[src/rtl/delay_meas.sv]
// Round-trip delay meter: launches a probe edge into an external delay line
// once the return path has been quiet, then counts cycles until it comes back.
module delay_meas #(
    parameter int unsigned CNT_W        = 8,
    parameter int unsigned MAX_DELAY    = 255,
    parameter int unsigned QUIET_CYCLES = 4
) (
    input  logic             CLK,
    input  logic             RST,
    input  logic             START,
    output logic             PROBE_OUT,
    input  logic             PROBE_IN,
    output logic             BUSY,
    output logic             DONE,
    output logic             TIMEOUT,
    output logic [CNT_W-1:0] DELAY_OUT
);

    localparam int unsigned FLUSH_LIMIT = MAX_DELAY + QUIET_CYCLES;
    localparam int unsigned QUIET_W     = $clog2(QUIET_CYCLES + 1);
    localparam int unsigned FLUSH_W     = $clog2(FLUSH_LIMIT + 1);

    localparam logic [QUIET_W-1:0] QUIET_TARGET = QUIET_W'(QUIET_CYCLES);
    localparam logic [FLUSH_W-1:0] FLUSH_LAST   = FLUSH_W'(FLUSH_LIMIT - 1);
    localparam logic [CNT_W-1:0]   DELAY_MAX    = CNT_W'(MAX_DELAY);

    typedef enum logic [1:0] {
        IDLE    = 2'd0,
        FLUSH   = 2'd1,
        MEASURE = 2'd2,
        REPORT  = 2'd3
    } state_t;

    state_t             state;
    state_t             state_d;
    logic [QUIET_W-1:0] quiet_cnt;
    logic [QUIET_W-1:0] quiet_cnt_d;
    logic [FLUSH_W-1:0] flush_cnt;
    logic [FLUSH_W-1:0] flush_cnt_d;
    logic [CNT_W-1:0]   delay_cnt;
    logic [CNT_W-1:0]   delay_cnt_d;
    logic               probe_d;
    logic               busy_d;
    logic               done_d;
    logic               timeout_d;
    logic [CNT_W-1:0]   delay_out_d;

    // State register; every output is registered from its *_d value.
    always_ff @(posedge CLK) begin
        if (RST) begin
            state     <= IDLE;
            quiet_cnt <= '0;
            flush_cnt <= '0;
            delay_cnt <= '0;
            PROBE_OUT <= 1'b0;
            BUSY      <= 1'b0;
            DONE      <= 1'b0;
            TIMEOUT   <= 1'b0;
            DELAY_OUT <= '0;
        end else begin
            state     <= state_d;
            quiet_cnt <= quiet_cnt_d;
            flush_cnt <= flush_cnt_d;
            delay_cnt <= delay_cnt_d;
            PROBE_OUT <= probe_d;
            BUSY      <= busy_d;
            DONE      <= done_d;
            TIMEOUT   <= timeout_d;
            DELAY_OUT <= delay_out_d;
        end
    end

    // Next-state and next-output logic.
    always_comb begin
        state_d     = state;
        quiet_cnt_d = quiet_cnt;
        flush_cnt_d = flush_cnt;
        delay_cnt_d = delay_cnt;
        probe_d     = PROBE_OUT;
        done_d      = 1'b0;
        timeout_d   = TIMEOUT;
        delay_out_d = DELAY_OUT;

        unique case (state)
            IDLE: begin
                probe_d = 1'b0;
                if (START) begin
                    state_d     = FLUSH;
                    quiet_cnt_d = '0;
                    flush_cnt_d = '0;
                    timeout_d   = 1'b0;
                    delay_out_d = '0;
                end
            end

            // Wait for the return path to settle low before launching the edge.
            FLUSH: begin
                probe_d = 1'b0;
                if (quiet_cnt == QUIET_TARGET) begin
                    state_d     = MEASURE;
                    probe_d     = 1'b1;
                    delay_cnt_d = '0;
                end else if (flush_cnt == FLUSH_LAST) begin
                    state_d     = REPORT;
                    done_d      = 1'b1;
                    timeout_d   = 1'b1;
                    delay_out_d = '0;
                end else begin
                    flush_cnt_d = flush_cnt + FLUSH_W'(1);
                    quiet_cnt_d = PROBE_IN ? '0 : quiet_cnt + QUIET_W'(1);
                end
            end

            // Saturating count: stops at DELAY_MAX and reports a timeout.
            MEASURE: begin
                probe_d = 1'b1;
                if (PROBE_IN) begin
                    state_d     = REPORT;
                    probe_d     = 1'b0;
                    done_d      = 1'b1;
                    delay_out_d = delay_cnt;
                end else if (delay_cnt == DELAY_MAX) begin
                    state_d     = REPORT;
                    probe_d     = 1'b0;
                    done_d      = 1'b1;
                    timeout_d   = 1'b1;
                    delay_out_d = DELAY_MAX;
                end else begin
                    delay_cnt_d = delay_cnt + CNT_W'(1);
                end
            end

            REPORT: begin
                probe_d = 1'b0;
                state_d = IDLE;
            end

            default: begin
                probe_d = 1'b0;
                state_d = IDLE;
            end
        endcase

        busy_d = (state_d != IDLE);
    end

endmodule

[config.mk]
export PLATFORM = sky130hd
export DESIGN_NAME = delay_meas
export DESIGN_NICKNAME = d
export VERILOG_FILES = /design/src/rtl/delay_meas.sv
export SDC_FILE = /design/constraint.sdc
export NUM_CORES = 1
export LEC_CHECK = 0
export ABC_CLOCK_PERIOD_IN_PS = 2100
export CORE_ASPECT_RATIO = 1.4
export CORE_UTILIZATION = 50
export CTS_CLUSTER_SIZE = 40
export DETAILED_ROUTE_END_ITERATION = 7
export HOLD_SLACK_MARGIN = 0.03
export PLACE_DENSITY = 0.7
export SLEW_MARGIN = 0
export SYNTH_ARGS = -nofsm -noshare
export SYNTH_HDL_FRONTEND = slang
export SYNTH_SLANG_ARGS = --single-unit
[constraint.sdc]
create_clock -name CLK -period 2.1 [get_ports CLK]
set_input_delay 0.525 -clock CLK [delete_from_list [all_inputs] [get_ports CLK]]
set_output_delay 0.525 -clock CLK [all_outputs]
set_load 0.01 [all_outputs]
==> flow_summary_export.csv <==
group,metric,value,unit
detailed_routing,postRouteAntennaNets,0,
global_routing,grt_overflow,0,
sta,max_slew_margin,0.607,
sta,period_share,0.913,
critical_path,start_kind,"flip-flop",
worst_hold_path,min_path_cells,2,
global_routing,grt_pass1_vias,1633,
yosys,synthCells,217,
critical_path,crit_arrival,2.13,ns
cts,root_buffer,"clkbuf_8",
critical_path,path_class,"reg -> reg",
power,ir_worst_vdd,560,uV
critical_path,regToRegEndpoint,"delay_cnt[7]$_SDFFE_PP0P_",
worst_hold_path,hold_path.class,"reg -> reg",
yosys,ys_warn_count,0,
cts,cts_tree,"done",
floorplan,die_w,54.3,um
power,p_total,1300,uW
placed_design,placed_cells,278,
finish,antenna_cells,0,
detailed_routing,dr.pass1.iters,4,
floorplan,core_area,0.00364,mm^2
critical_path,worst_r2r_path_depth,6,
worst_hold_path,hold_path_startpoint,"DELAY_OUT[0]$_SDFFE_PP0P_",
finish,mostFrequentLayoutCell,"dfxtp_1",
floorplan,dieHeight,75.3,um
global_routing,grt_pass1_wl,6.93,mm
finish,syn2layout_area_growth,18.1,%
sta,tightest_slew,0.574,ns
yosys,synth_area_leaders,"dfxtp_1 35%, mux2i_1 11%, nand2_1 6.5%",
critical_path,required,2.31,ns
placed_design,gp_congestion,0.822,
yosys,synth_edf_count,0,
detailed_routing,wl_per_cell,14.8,um
global_routing,grt_usage,0.235,
cts,postCtsHoldBufs,0,
sta,rsz0062_at_grt,"false",
finish,layout_common_cells,"34 x dfxtp_1, 33 x nand2_1, 21 x mux2i_1, 16 x buf_4, 15 x clkdlybuf4s50_1",
sta,slew_viol_final,0,
finish,nets,255,
global_routing,grt_max_degree,22,
finish,fin_area,0.00226,mm^2
finish,finalNonFillerCells,284,
sta,fin_ws,0.182,ns
yosys,synth_area,0.00192,mm^2
yosys,synth_cell_type_count,47,
worst_hold_path,whs_endpoint,"DELAY_OUT[0]$_SDFFE_PP0P_",
power,powerDensity,574,mW/mm^2
job,cap_violations,0,
yosys,syn_nets,229,
placed_design,dpl-instance-area,0.00218,mm^2
placed_design,place_hpwl,3.19,mm
cts,clkLatencyLatePin,0.29,ns
power,p_leak,0.000827,uW
sta,setup_viol,0,
sta,max_freq,521,MHz
sta,hold_slack,0.462,ns
sta,hold_violations,0,
critical_path,cp_max_fo,8,
critical_path,worstReg2RegStart,"state[1]$_SDFF_PP0_",
floorplan,start_util,0.526,
cts,cts_buffers,5,
cts,cts_buffer_depth,2,
detailed_routing,drc_errors,0,
yosys,synth_seq_cells,34,
sta,skew,0.00526,ns
yosys,synth_top_area_cell,"dfxtp_1",
cts,h-tree-depth,2,
detailed_routing,avgViaCountPerCell,5.77,
critical_path,reg2reg_setup_slack,0.18,ns
critical_path,end_kind,"flip-flop",
floorplan,ios,16,
placed_design,dpl_worst_slack,-0.0801,ns
placed_design,numPortBuffers,15,
status,status,"completed",
sta,layout_min_cycle_time,1.92,ns
detailed_routing,via_count,1640,
yosys,yosys.area.top_type_share,0.355,
yosys,yosys_most_used_dff,"dfxtp_1",
detailed_routing,drt_iter0_markers,25,
cts,clock-sinks,34,
cts,clk_pin_slew,0.06,ns
floorplan,row_count,26,
yosys,synth_area_per_cell,8.84,um^2
yosys,yosysSeqAreaShare,0.355,
yosys,synthArstFlopShare,0,
floorplan,die-area,0.00409,mm^2
finish,layout-drive-gt1-share,0.145,
detailed_routing,routed_wirelength,4.22,mm
global_routing,antenna_found_initial,0,
[worst max-delay path, stage by stage, from the launching register on]
cell,delay [ns]
dfxtp_1,0.31
inv_1,0.11
ha_1,0.26
and3_1,0.21
nor2_1,0.12
a2111oi_0,0.57
mux2i_1,0.25
[synthesized netlist by cell type (2+ instances only)]
cell type and n:
dfxtp_1 34, nand2_1 33, mux2i_1 21, nand2b_1 12, nand3_1 11, inv_1 10
a21oi_1 9, o211ai_1 9, ha_1 8, clkbuf_1 7, o21ai_0 6, a2111oi_0 4
a21oi_2 4, nor2_1 4, and2_1 3, buf_2 3, o31ai_1 3, a21boi_0 2
nand3b_1 2, nand4_1 2, nor2b_1 2, nor3_1 2, or4b_2 2
[registers in the layout, indices dropped and copies added (netlist names)]
name	flops
delay_cnt	8
DELAY_OUT	8
PROBE_OUT	1
DONE	1
TIMEOUT	1
BUSY	1
quiet_cnt	3
state	2
flush_cnt	9
[per-layer routing]
metal,GRT usage,share of wire
met1,0.227,0.40
met4,0.123,0.022
met5,0,0
met2,0.443,0.55
met3,0.0525,0.028
[power breakdown]
part / switching (uW) / leakage [uW] / internal, uW
sequential: 4.04 / 0.000274 / 651
clock: 227 / 0.0000431 / 253
combinational: 91.9 / 0.000510 / 73.4
total: 323 / 0.000827 / 977
[cell families after synthesis]
logic type / Yosys count / synth area share
xor gates and xnor gates: 1 / 0.00457
buffers and inverters: 22 / 0.0509
and+or+nand+nor: 85 / 0.250
muxes: 22 / 0.117
DFF: 34 / 0.355
AOI/OAI and AO/OA: 45 / 0.170
adders and majority gates: 8 / 0.0522
[per-stage QoR]
step | setup TNS (ns) | utilization
floorplan | 0 | -
global placement | 0 | 0.599
detailed placement | -0.135 | 0.599
CTS | 0 | 0.621
global route | 0 | 0.622
finish | 0 | 0.622
[how the worst max path moves through the flow]
| stage | endpoint | cells after the start | slack, ns | startpoint |
|---|---|---|---|---|
| 2_1_floorplan | quiet_cnt[0]$_SDFFE_PP0P_ | 6 | 0.36 | state[0]$_SDFF_PP0_ |
| 3_3_place_gp | quiet_cnt[0]$_SDFFE_PP0P_ | 5 | 0.02 | START |
| 3_5_place_dp | delay_cnt[7]$_SDFFE_PP0P_ | 5 | -0.08 | PROBE_IN |
| 4_1_cts | delay_cnt[7]$_SDFFE_PP0P_ | 6 | 0.18 | state[1]$_SDFF_PP0_ |
| 5_1_grt | delay_cnt[6]$_SDFFE_PP0P_ | 6 | 0.06 | state[1]$_SDFF_PP0_ |
| 6_report | delay_cnt[7]$_SDFFE_PP0P_ | 6 | 0.18 | state[1]$_SDFF_PP0_ |
[area by class of cell]
cell class	count	area [um^2]
clock buffers	6	82.6
fillers	347	1380
inverters	10	37.5
multi-input cells	161	1140
flip-flops and latches	34	681
well taps	42	52.6
repair buffers	31	270
[repair_timing]
action	4_1_cts	5_1_grt
resized for setup	0	1
buffers inserted	0	0
setup endpoints to repair	0	1
(Power assumes the default switching activity.)
